## src/rtl/paint_write_scheduler.sv

```systemverilog
// Write-port sequencer for the half-resolution paint framebuffer: turns cursor
// paint requests into clipped BLKxBLK block writes and clear requests into a full sweep.
module paint_write_scheduler #(
  parameter int          FB_W        = 320,
  parameter int          FB_H        = 240,
  parameter int          BLK         = 8,
  parameter int          ADDR_W      = 17,
  parameter logic [23:0] CLEAR_COLOR = 24'h000000
) (
  input  logic              CLOCK_50,
  input  logic              reset,
  input  logic              paint_req,
  input  logic [10:0]       cursor_x,
  input  logic [10:0]       cursor_y,
  input  logic [23:0]       paint_color,
  input  logic              clear_req,
  output logic              busy,
  output logic              done,
  output logic              fb_we,
  output logic [ADDR_W-1:0] fb_addr,
  output logic [23:0]       fb_data
);

  localparam int CW   = (BLK > 1) ? $clog2(BLK) : 1;
  localparam int RB_W = ADDR_W + 4;
  localparam int NPIX = FB_W * FB_H;

  typedef enum logic [1:0] {IDLE, PAINT, CLEAR} state_t;

  state_t            state;
  logic [10:0]       bx, by;
  logic [CW-1:0]     dx, dy;
  logic [RB_W-1:0]   row_base;
  logic [23:0]       color;
  logic [ADDR_W-1:0] caddr;
  logic              fin, pend_paint, pend_clear;

  logic [10:0] px, py;
  logic        in_fb, blk_last, dx_last, start_clear, start_paint;

  assign px       = bx + 11'(dx);
  assign py       = by + 11'(dy);
  assign in_fb    = (px < 11'(FB_W)) && (py < 11'(FB_H));
  assign dx_last  = (dx == CW'(BLK - 1));
  assign blk_last = dx_last && (dy == CW'(BLK - 1));

  // At the end of a paint, a queued paint goes first (it was queued earlier);
  // a queued clear stays pending and wins at the following decision point.
  always_comb begin
    start_clear = 1'b0;
    start_paint = 1'b0;
    if (state == PAINT) begin
      start_paint = pend_paint || (!pend_clear && !clear_req && paint_req);
      start_clear = !pend_paint && (pend_clear || clear_req);
    end else begin
      start_clear = clear_req || pend_clear;
      start_paint = !start_clear && (paint_req || pend_paint);
    end
  end

  always_ff @(posedge CLOCK_50 or posedge reset) begin
    if (reset) begin
      state      <= IDLE;
      busy       <= 1'b0;
      done       <= 1'b0;
      fb_we      <= 1'b0;
      fb_addr    <= '0;
      fb_data    <= '0;
      pend_paint <= 1'b0;
      pend_clear <= 1'b0;
      fin        <= 1'b0;
      bx         <= '0;
      by         <= '0;
      dx         <= '0;
      dy         <= '0;
      row_base   <= '0;
      color      <= '0;
      caddr      <= '0;
    end else begin
      done  <= 1'b0;
      fb_we <= 1'b0;
      if (state == IDLE || fin) begin
        busy <= 1'b0;
        fin  <= 1'b0;
        done <= (state != IDLE);
        if (start_clear) begin
          state      <= CLEAR;
          caddr      <= '0;
          pend_paint <= 1'b0;
          pend_clear <= 1'b0;
        end else if (start_paint) begin
          state      <= PAINT;
          bx         <= cursor_x >> 1;
          by         <= cursor_y >> 1;
          color      <= paint_color;
          dx         <= '0;
          dy         <= '0;
          row_base   <= RB_W'(cursor_y >> 1) * RB_W'(FB_W);
          pend_paint <= 1'b0;
          pend_clear <= pend_clear | clear_req;
        end else begin
          state <= IDLE;
        end
      end else if (state == PAINT) begin
        busy       <= 1'b1;
        fb_we      <= in_fb;
        pend_paint <= pend_paint | paint_req;
        pend_clear <= pend_clear | clear_req;
        if (in_fb) begin
          fb_addr <= ADDR_W'(row_base + RB_W'(px));
          fb_data <= color;
        end
        // row_base tracks (by+dy)*FB_W so no multiplier sits in the pixel loop
        if (blk_last) begin
          fin <= 1'b1;
        end else if (dx_last) begin
          dx       <= '0;
          dy       <= dy + CW'(1);
          row_base <= row_base + RB_W'(FB_W);
        end else begin
          dx <= dx + CW'(1);
        end
      end else begin
        busy    <= 1'b1;
        fb_we   <= 1'b1;
        fb_addr <= caddr;
        fb_data <= CLEAR_COLOR;
        if (caddr == ADDR_W'(NPIX - 1)) fin <= 1'b1;
        else caddr <= caddr + ADDR_W'(1);
      end
    end
  end

endmodule

```

## config.mk

```make
export PLATFORM = sky130hd
export DESIGN_NAME = paint_write_scheduler
export DESIGN_NICKNAME = d
export VERILOG_FILES = /design/src/rtl/paint_write_scheduler.sv
export SDC_FILE = /design/constraint.sdc
export NUM_CORES = 1
export LEC_CHECK = 0
export BUFFER_PORTS_ARGS = -buffer_cell sky130_fd_sc_hd__buf_2
export CAP_MARGIN = 10
export CORE_UTILIZATION = 52
export CTS_CLUSTER_DIAMETER = 200
export CTS_CLUSTER_SIZE = 24
export DETAILED_ROUTE_END_ITERATION = 8
export HOLD_SLACK_MARGIN = 0.12
export PLACE_DENSITY = 0.78
export SYNTH_ARGS = -nofsm -noshare
export SYNTH_HDL_FRONTEND = slang
export SYNTH_SLANG_ARGS = --single-unit
```

## constraint.sdc

```tcl
create_clock -name CLOCK_50 -period 4.75 [get_ports CLOCK_50]
set_clock_uncertainty 0.2 [all_clocks]
set_input_delay 1.1875 -clock CLOCK_50 [delete_from_list [all_inputs] [get_ports CLOCK_50]]
set_output_delay 1.1875 -clock CLOCK_50 [all_outputs]
set_load 0.1 [all_outputs]
```

# Word-level counts from Yosys, hierarchy flattened
# Index checks and enable logic that the tools add are counted.
# classes
multipliers,1
order_cmp,2
add_sub_neg,7
mux,44
n_reduce_logical,26
eq_ne,13
n_bitwise,4
# ops
cell,count
2-to-1 mux 21 bit,6
2-to-1 mux 17 bit,6
2-to-1 mux 24 bit,2
2-to-1 mux 3 bit,10
adder 10 x 3 -> 11 bit,2
"adder 21 x 9 -> 21 bit, second input constant",1
2-to-1 mux 1 bit,19
"adder 17 x 1 -> 17 bit, second input constant",1
adder 17 x 11 -> 17 bit,1
"equality test 17 bit, second input constant",1
"multiplier 10 x 3 -> 13 bit, second input constant",1
"!= test 2 bit, second input constant",6
"< comparator 11 x 8 -> 1 bit, second input constant",1
"< comparator 11 x 9 -> 1 bit, second input constant",1
"adder 3 x 1 -> 3 bit, second input constant",2
"equality test 3 bit, second input constant",2
logical AND 1 bit,6
"!= test 3 bit, second input constant",2
AND reduction 2 bit,3
AND reduction 3 bit,2
nonzero test 2 bit,3
AND reduction 5 bit,1
logical NOT 1 bit,4
logical OR 1 bit,4
other kinds (8),10
# totals
elab_cells,113
ff_bits,137
inputBits,50
out_inout_bits,44

# Logic depth before layout (Yosys ltp)
# logic_depth
depth_word,8
mapped_depth,12
depth_no_buf,12

# Worst setup path before layout
# No wires, ideal clock.
# synth_path
path_type,input to register
from,input port cursor_y[2]
to,register row_base[15]
setup_ns,0.121
arrival_time_ns,3.186
path_buffers,0
path_slack_ns,1.243
cell_stages,9
cell_sequence,ha_1 > ha_1 > fa_1 > a21o_1 > a21oi_1 > nor2_1 > or4_1 > and3_1 > o22a_1
# synth_via
elab_chain_cells,4
# synth_lines
element,line,rtl
start: declaration,14,"input logic [10:0] cursor_y,"
multiplier 10 x 3 -> 13 bit,98,row_base <= RB_W'(cursor_y >> 1) * RB_W'(FB_W);
2-to-1 mux 21 bit,91,end else if (start_paint) begin
2-to-1 mux 21 bit,86,if (start_clear) begin
2-to-1 mux 21 bit,82,if (state == IDLE || fin) begin
end signal: assignment,98,
end signal: assignment,119,row_base <= row_base + RB_W'(FB_W);
end: declaration,33,logic [RB_W-1:0] row_base;
# No other way between the ends. The select of a mux whose other input is x is not followed.
# A chain may end at the register's enable or synchronous reset.

# Worst setup path in the final report
# layout_path
from,register dx[0]
to,register fb_addr[16]
# layout_via
elab_chain_cells,5
elab_cells_between_ends,8
cone_classes,add/sub: 2; order compare: 1; eq/ne: 1; mux: 2; reduce/logical: 2
# layout_lines
element,line,rtl
start: declaration,32,"logic [CW-1:0] dx, dy;"
start signal: assignment,121,dx <= dx + CW'(1);
adder 10 x 3 -> 11 bit (*),41,assign px = bx + 11'(dx);
< comparator 11 x 9 -> 1 bit,43,assign in_fb = (px < 11'(FB_W)) && (py < 11'(FB_H));
logical AND 1 bit,43,
!= test 2 bit (no line),--,
AND reduction 2 bit (no line),--,
end signal: assignment,110,fb_addr <= ADDR_W'(row_base + RB_W'(px));
end signal: assignment,126,fb_addr <= caddr;
end: declaration,20,"output logic [ADDR_W-1:0] fb_addr,"
# Every way passes the cells marked *; elsewhere a longest branch is shown, timed or not. The select of a mux whose other input is x is not followed.

==> impl_metrics.csv <==
group,metric,value,unit
die,die_area,13300,um2
placed_design,port_buffers,91,
die,start_util,0.543,
synth,synth_flop_cell,"dfrtp_1",
synth,synthCells,744,
grt,grt_overflow,0,
cts,numClockSinks,127,
synth,synth.area.top_cells,"dfrtp_1 48%, nand2_1 12%, ha_1 6.2%",
cts,postCtsSetupBuffers,0,
synth,ys_warn_count,0,
synth,syn-mean-instance-area,8.95,um2
routing,drt-total-wl,15.7,mm
cts,cts_root_buf,"clkbuf_16",
cts,cts_max_level,4,
die,die_w,115,um
sta,setup_viol,0,
pwr,p_int,0.00202,W
synth,async_reset_ff_frac,1.00,
worst_hold_path,min_path_type,"reg2reg",
sta,finalHoldViolations,0,
finish,mostFrequentLayoutCells,"210 x nand2_1, 127 x dfrtp_1, 91 x buf_2",
synth,synth-edff-count,0,
finish,nets,910,
synth,yosysSeqAreaShare,0.477,
pwr,finalPower,0.00297,W
synth,syn_area,6660,um2
placed_design,dp_hpwl,10.9,mm
pwr,p_sw,0.000949,W
pwr,cellPowerDensity,381,nW/um2
pwr,power.clock.fraction,0.402,
worst_hold_path,min_from,"fb_addr[6]$_DFFE_PP0P_",
cts,numCtsBuffers,17,
pwr,pwr-share-comb,0.185,
grt,grt_util_met3,0.0580,
grt,grt_max_degree,54,
synth,netlist-cell-type-count,63,
die,fp.coreArea,12300,um2
routing,avgRoutedWirePerCell,15.6,um
pwr,seq_power_share,0.413,
critical_path,cp.arrival,3.90,ns
die,io-pin-count,94,
cts,hold_buffers,0,
routing,drt_iter0_markers,447,
cts,post_cts_resized,0,
routing,drtAntennaViolNets,0,
critical_path,crit_start,"dx[0]$_DFFE_PP0P_",
synth,yosys.area.top_type,"dfrtp_1",
cts,clkTransAtPathRegs,0.06,ns
routing,drcViolationCount,0,
grt,antenna_found_initial,0,
sta,finalCritPeriodShare,0.796,
pwr,peakVddDrop,0.210,mV
pwr,p_leak,3.94,nW
critical_path,startpoint_type,"register",
sta,rsz0062_at_grt,"no",
die,fp-row-count,40,
grt,grt_util_met1,0.340,
sta,min_period,3.78,ns
synth,synth_top_area_share,0.477,
sta,clock.fmax,265,MHz
cts,cts_buffer_depth,2,
grt,grt_pass1_wl,26.1,mm
finish,n_fill_cell,1012,
critical_path,worst-path-max-fanout,5,
placed_design,place_congestion,0.890,
sta,timing.slew.headroom,0.200,
grt,grt_use_met2,0.414,
cts,cts_tree,"built",
synth,synth_nets,829,
die,die_y,115,um
flow_run,maxCapViolations,0,
finish,syn2layout_area_growth,17.0,%
grt,grt_usage,0.256,
critical_path,path_class,"reg2reg",
routing,via_count,5609,
grt,global_route.peak_usage_layer,"met2",
grt,grt_pass1_vias,5411,
sta,drv_slew,0,
outcome,outcome,"finished, final reports clean",
critical_path,cp-end-kind,"register",
critical_path,critPathRequiredTime,4.87,ns
sta,timing_worst_slew_pin_value,1.20,ns
finish,drive_above_1_share,0.178,
finish,diodes,0,
finish,final_common_cell,"nand2_1",
routing,firstDrtPassIters,5,
routing,via_per_inst,5.58,
pwr,swShare,0.320,
synth,ys_ff_latch,127,
cts,insertion_delay,0.42,ns
sta,fin_setup_tns,0,ns
critical_path,timing.rr.start,"dx[0]$_DFFE_PP0P_",
-- stage by stage --
step,std cells,setup WS [ns],area [um2],hold WS (ns),utilization
global placement,974,1.02,7240,0.257,0.591
detailed placement,974,0.979,7240,0.262,0.591
global route,1006,0.760,7790,0.297,0.635
floorplan,744,1.24,6660,0.246,-
finish,1006,0.970,7790,0.267,0.635
CTS,1006,0.962,7790,0.273,0.635
-- power by group through the flow --
stage	logic (W)	clock network, W	registers, W
after detailed placement	0.000549	0	0.00124
after CTS	0.000551	0.00121	0.00122
after global placement	0.000535	0	0.00123
final	0.000549	0.00119	0.00122
after floorplan	0.000171	0	0.00149
after global routing	0.000592	0.00126	0.00124
-- synthesized netlist by cell type, drive strengths merged (3+ instances only) --
master	number
a21o	9
a21oi	42
a31oi	4
and2	4
and3	9
buf	7
clkbuf	30
dfrtp	127
ha	33
inv	10
mux2	9
nand2	210
nand2b	3
nand3	40
nand3b	3
nand4	10
nor2	39
nor2b	6
nor3	5
o21a	4
o21ai	56
o21bai	5
o22ai	4
or2	3
xnor2	14
xor2	23
-- cell type report --
| type | instances | area, um2 | share of cell area |
|---|---|---|---|
| multi-input cells | 569 | 3280 | 0.421 |
| flip-flops and latches | 127 | 3180 | 0.408 |
| repair buffers | 99 | 528 | 0.0678 |
| clock buffers | 22 | 454 | 0.0583 |
| well taps | 168 | 210 | 0.0270 |
| clock inverters | 10 | 90.1 | 0.0116 |
| inverters | 11 | 46.3 | 0.00594 |
-- worst max-delay path, cell delays in order (launching register included) --
cell	delay [ns]
dfrtp_1	0.42
ha_1	0.26
fa_1	0.43
a21oi_1	0.43
nor3_1	0.14
xor2_1	0.26
ha_1	0.30
o21a_1	0.20
a21oi_1	0.32
nor2b_1	0.09
o21a_1	0.20
and3_1	0.19
o41ai_2	0.26
-- state kept, by name (all words and copies together) (netlist names) --
register	flops
busy	1
bx	10
by	10
caddr	17
color	24
done	1
dx	3
dy	3
fb_addr	17
fb_data	24
fb_we	1
fin	1
pend_clear	1
pend_paint	1
row_base	11
state	2
-- logic make-up after synthesis --
family / count (synthesis) / share of synthesized area
adders and majority gates: 35 / 0.0680
DFF: 127 / 0.477
AOI/OAI and AO/OA: 144 / 0.131
xor gates and xnor gates: 37 / 0.0487
muxes: 10 / 0.0167
and+or+nand+nor: 343 / 0.228
buffers and inverters: 48 / 0.0301
-- worst paths after layout --
path / to / slack, ns / cells past startpoint
max in group asynchronous: fb_addr[14]$_DFFE_PP0P_ / 2.63 / 3
min in group asynchronous: fb_addr[3]$_DFFE_PP0P_ / 0.81 / 2
min reg2reg: fb_addr[6]$_DFFE_PP0P_ / 0.27 / 1
max reg2reg: fb_addr[16]$_DFFE_PP0P_ / 0.97 / 12
max: fb_addr[16]$_DFFE_PP0P_ / 0.97 / 12
min: fb_addr[6]$_DFFE_PP0P_ / 0.27 / 1
-- per-layer routing --
metal	up-vias	share of wire	routed length [um]
met2	199	0.48	7560
li1	2702	-	-
met3	29	0.057	894
met5	-	0	0
met4	0	0.019	297
met1	2679	0.44	6950
Note: power is estimated with default switching activity, not from simulation.
